$ cat config.mk
export PLATFORM = sky130hd
export DESIGN_NAME = sequence_game_engine
export DESIGN_NICKNAME = d
export VERILOG_FILES = /design/src/rtl/sequence_game_engine.sv
export SDC_FILE = /design/constraint.sdc
export NUM_CORES = 1
export LEC_CHECK = 0
export CORE_ASPECT_RATIO = 2
export CORE_MARGIN = 8
export CORE_UTILIZATION = 58
export CTS_CLUSTER_DIAMETER = 120
export DETAILED_ROUTE_END_ITERATION = 10
export MAX_ROUTING_LAYER = met4
export PLACE_DENSITY = 0.87
export SKIP_LAST_GASP = 1
export SLEW_MARGIN = 30
export SYNTH_ARGS = -nofsm -noshare
export SYNTH_HDL_FRONTEND = slang
export SYNTH_SLANG_ARGS = --single-unit
export TNS_END_PERCENT = 20
$ cat constraint.sdc
create_clock -name clock -period 3.75 [get_ports clock]
set_clock_uncertainty 0.05 [all_clocks]
set_input_delay 0.375 -clock clock [delete_from_list [all_inputs] [get_ports clock]]
set_output_delay 0.375 -clock clock [all_outputs]
set_load 0.02 [all_outputs]
$ cat src/rtl/sequence_game_engine.sv
// Sequence memory game: LFSR-generated symbols, valid/ready playback, guess checking.
// Optional macro SEQ_SEED_LOAD_EN adds seed_load/seed_in for runtime LFSR reseeding.
module sequence_game_engine #(
    parameter int unsigned       SYM_W   = 3,
    parameter int unsigned       MAX_LEN = 5,
    parameter int unsigned       LFSR_W  = 16,
    parameter logic [LFSR_W-1:0] TAPS    = 16'hB400,
    parameter logic [LFSR_W-1:0] SEED    = 16'hACE1
) (
    input  logic                          clock,
    input  logic                          reset,
    input  logic                          start,
`ifdef SEQ_SEED_LOAD_EN
    input  logic                          seed_load,
    input  logic [LFSR_W-1:0]             seed_in,
`endif
    output logic [SYM_W-1:0]              sym_out,
    output logic                          sym_valid,
    input  logic                          sym_ready,
    input  logic [SYM_W-1:0]              guess_in,
    input  logic                          guess_valid,
    output logic [$clog2(MAX_LEN+1)-1:0]  level,
    output logic                          busy,
    output logic                          round_pass,
    output logic                          game_over,
    output logic                          game_win
);

    localparam int unsigned LVL_W = $clog2(MAX_LEN + 1);
    localparam int unsigned IDX_W = (MAX_LEN > 1) ? $clog2(MAX_LEN) : 1;

    typedef enum logic [1:0] {IDLE, FILL, PLAY, INPUT} state_t;

    state_t             state, state_n;
    logic [IDX_W-1:0]   idx, idx_n;
    logic [LVL_W-1:0]   level_n;
    logic [LFSR_W-1:0]  lfsr, lfsr_step;
    logic [SYM_W-1:0]   seq [MAX_LEN];
    logic               fill_we;
    logic               pass_n, over_n, win_n;
    logic               round_last, fill_last;

    // Galois step; a nonzero state can never map to zero with a top-bit tap
    always_comb begin
        lfsr_step = (lfsr >> 1) ^ (lfsr[0] ? TAPS : '0);
    end

    always_ff @(posedge clock or posedge reset) begin
        if (reset) begin
            lfsr <= SEED;
        end else begin
`ifdef SEQ_SEED_LOAD_EN
            if (seed_load) begin
                lfsr <= (seed_in == '0) ? SEED : seed_in;
            end else begin
                lfsr <= lfsr_step;
            end
`else
            lfsr <= lfsr_step;
`endif
        end
    end

    always_ff @(posedge clock or posedge reset) begin
        if (reset) begin
            for (int unsigned i = 0; i < MAX_LEN; i++) begin
                seq[i] <= '0;
            end
        end else if (fill_we) begin
            seq[idx] <= lfsr[SYM_W-1:0];
        end
    end

    always_ff @(posedge clock or posedge reset) begin
        if (reset) begin
            state      <= IDLE;
            idx        <= '0;
            level      <= '0;
            round_pass <= 1'b0;
            game_over  <= 1'b0;
            game_win   <= 1'b0;
        end else begin
            state      <= state_n;
            idx        <= idx_n;
            level      <= level_n;
            round_pass <= pass_n;
            game_over  <= over_n;
            game_win   <= win_n;
        end
    end

    always_comb begin
        round_last = (LVL_W'(idx) == (level - LVL_W'(1)));
        fill_last  = (idx == IDX_W'(MAX_LEN - 1));
    end

    always_comb begin
        state_n = state;
        idx_n   = idx;
        level_n = level;
        fill_we = 1'b0;
        pass_n  = 1'b0;
        over_n  = 1'b0;
        win_n   = 1'b0;
        // start wins over any handshake or guess in the same cycle
        if (start) begin
            state_n = FILL;
            idx_n   = '0;
        end else begin
            case (state)
                IDLE: ;
                FILL: begin
                    fill_we = 1'b1;
                    if (fill_last) begin
                        idx_n   = '0;
                        level_n = LVL_W'(1);
                        state_n = PLAY;
                    end else begin
                        idx_n = idx + IDX_W'(1);
                    end
                end
                PLAY: begin
                    if (sym_ready) begin
                        if (round_last) begin
                            idx_n   = '0;
                            state_n = INPUT;
                        end else begin
                            idx_n = idx + IDX_W'(1);
                        end
                    end
                end
                INPUT: begin
                    if (guess_valid) begin
                        if (guess_in != seq[idx]) begin
                            over_n  = 1'b1;
                            idx_n   = '0;
                            state_n = IDLE;
                        end else if (!round_last) begin
                            idx_n = idx + IDX_W'(1);
                        end else if (level == LVL_W'(MAX_LEN)) begin
                            win_n   = 1'b1;
                            idx_n   = '0;
                            state_n = IDLE;
                        end else begin
                            pass_n  = 1'b1;
                            level_n = level + LVL_W'(1);
                            idx_n   = '0;
                            state_n = PLAY;
                        end
                    end
                end
                default: state_n = IDLE;
            endcase
        end
    end

    always_comb begin
        sym_valid = (state == PLAY);
        sym_out   = (state == PLAY) ? seq[idx] : '0;
        busy      = (state != IDLE);
    end

endmodule
==> flow_summary.ini <==
[synth]
ys_types = 55
ys.flop_type = dfrtp_1
synth_compound_area_share_pct = 13.9
syn_area_sq_um = 2160
synth_warnings = 0
ys_ff_latch = 42
synth_fa_ha_area_share_pct = 2.90
yosysSeqAreaShare_pct = 49.1
muxShareOfSynthArea_pct = 12.1
syn_nets = 188
synth_xor_area_share_pct = 3.13
synth_cells = 175
synth_edf_count = 0
async_flop_share_pct = 100
synth_top_family_by_area = simple AND/OR/NAND/NOR gates
avgSynthCellArea_sq_um = 12.3
yosys.area_share.simple_pct = 14.9

[pwr]
p_comb_share_pct = 30.8
power.share.clock_pct = 24.9
powerDensity_nw_per_um2 = 494
max-vdd-ir-drop_mv = 0.368
sw_frac_of_total_pct = 35.9
p_int_uw = 777
leakage_uw = 0.00112
p_switching_uw = 436
power_uw = 1210
power_frac_seq_pct = 44.3

[floorplanning]
dieArea_sq_um = 6050
num_rows = 31
die_y_um = 102
io_pins = 19
start_util_pct = 59.9
fp.coreArea_sq_um = 3610
die_x_um = 59.1

[critical_path]
start_kind = flop
critPathMaxFanout = 15
worstPathArrival_ns = 2.38
critical_path_class = reg -> out
end_kind = output port
critical_path_required_ns = 3.32

[timing]
setup_viol = 0
hold_viol = 0
tightest_slew_ns = 0.628
layout_worst_path_cycle_share_pct = 74.7
fmax_mhz = 357
rsz0062_at_grt = no
tns_ns = 0
maxSlewViolCount = 0
min_period_ns = 2.80
relSlewSlack_pct = 58.2

[global_route]
grt_max_degree = 43
antenna_found_initial = 0
grt_pass1_vias = 1634
grt_remaining_overflow = 0
use_met3_pct = 3.66
grt_use_met2_pct = 29.7
busiest_layer = met2
track_usage_pct = 17.2
grt_pass1_wl_um = 7670
grt_use_met1_pct = 16.0

[detailed_routing]
wl_um = 4520
wl_per_cell_um = 18.5
vias = 1467
drc_errors = 0
first_pass_iters = 4
initialDrtViolationCount = 37
via_per_inst = 6.01
postRouteAntennaNets = 0

[placement]
dpl.hpwl_um = 3400
io_buffers = 18
gp_congestion = 0.874

[clock_network]
cts_resized = 0
clkTransAtPathRegs_ns = 0.08
max-clock-path-buffers = 2
clk_latency_ns = 0.30
clock-sinks = 42
root_buffer = clkbuf_8
post_cts_buffers = 0
numCtsBuffers = 5
cts_tree = built
ctsHoldBuffers = 0
htree_levels = 2

[layout]
n_antenna_cell = 0
syn_to_final_growth_pct = 13.7
final_nets = 207
layout-drive-gt1-share_pct = 26.7

[run_status]
outcome = finished clean

[run]
cap_violations = 0

[hold_path]
worstHoldPathType = reg -> reg
==> worst max-delay path, stage by stage (launching register included) <==
cell and delay [ns]:
dfrtp_1 0.70, nor2b_1 0.37, a22oi_1 0.19, a21oi_1 0.19
clkdlybuf4s50_1 0.62
==> cell type report <==
class,count,area [sq um]
fill,290,1150
sequential,42,1060
multi-input combinational,116,1010
timing repair buffer,19,188
clock buffer,7,86.3
tap,49,61.3
inverter,10,37.5
clock inverter,1,8.76
==> synth_stat cells (2+ instances only) <==
cell type / number / share of area, %
dfrtp_1: 34 / 39
mux2_2: 16 / 8.3
inv_1: 10 / 1.7
a21oi_1: 9 / 2.1
nand2_1: 9 / 1.6
dfstp_2: 8 / 9.7
ha_1: 5 / 2.9
nand3_1: 5 / 1.2
mux2_4: 4 / 2.8
nand2b_1: 4 / 1.2
nor2_1: 4 / 0.70
nor3_1: 4 / 0.93
a21o_1: 3 / 1.0
nand3b_1: 3 / 1.0
xor2_1: 3 / 1.2
a211o_1: 2 / 0.81
a211oi_2: 2 / 1.2
a221oi_2: 2 / 1.4
a22o_1: 2 / 0.81
a22oi_1: 2 / 0.70
a32o_1: 2 / 0.93
and2_1: 2 / 0.58
and3_1: 2 / 0.58
buf_2: 2 / 0.46
buf_6: 2 / 1.0
clkbuf_1: 2 / 0.35
mux2i_1: 2 / 0.93
o22ai_1: 2 / 0.58
xnor2_1: 2 / 0.81
==> sequential cells by signal (all words and copies together) (netlist names) <==
register	cells
lfsr	16
round_pass	1
state	2
idx	3
game_win	1
level	3
seq	15
game_over	1
==> per-layer routing <==
metal	wire length (um)	share of wire [%]
met3	159	3.5
met4	224	5.0
met5	0	0
met2	2510	55
met1	1630	36
==> cells by family (layout without fill, tap and decap cells) <==
group                    count (synthesis)  count (layout)
AND/OR/NAND/NOR                         48              48
flip-flops                              42              42
AO/OA/AOI/OAI                           35              35
multiplexers                            22              22
buffers and inverters                   17              37
XOR/XNOR                                 6               6
adder cells (fa/ha/maj)                  5               5
==> worst paths after layout <==
path / start / endpoint / slack (ns) / cells past startpoint
hold / removal: lfsr[6] / lfsr[5] / 0.30 / 0
setup / recovery: idx[1] / sym_out[0] / 0.95 / 4
setup reg to reg: idx[2] / level[1] / 1.21 / 6
max in group asynchronous: reset / lfsr[6] / 2.83 / 3
min in group asynchronous: reset / seq[10] / 0.44 / 3
hold reg to reg: lfsr[6] / lfsr[5] / 0.30 / 0
==> power groups by stage <==
stage / clock network, uW / logic [uW] / registers [uW]
floorplan: 0 / 303 / 510
global route: 334 / 411 / 542
finish: 302 / 374 / 537
CTS: 312 / 374 / 535
detailed placement: 0 / 373 / 544
global placement: 0 / 361 / 541
==> layout by cell type (no fill, tap or decap), types with 5 or more instances in the layout <==
master / count
dfrtp_1: 34
clkdlybuf4s50_1: 18
mux2_2: 16
inv_1: 10
nand2_1: 9
a21oi_1: 9
dfstp_2: 8
clkbuf_8: 6
nand3_1: 5
ha_1: 5
==> per-stage QoR <==
step,worst slack [ns],std cells,hold slack [ns],area (sq um),utilization (%)
after global placement,1.34,236,0.287,2360,65.5
after CTS,0.964,244,0.300,2460,68.1
final,0.949,244,0.299,2460,68.1
after global routing,0.843,244,0.299,2460,68.1
after detailed placement,1.24,236,0.290,2360,65.5
after floorplan,1.58,175,0.281,2160,-
Power figures use the tool's default switching activity.
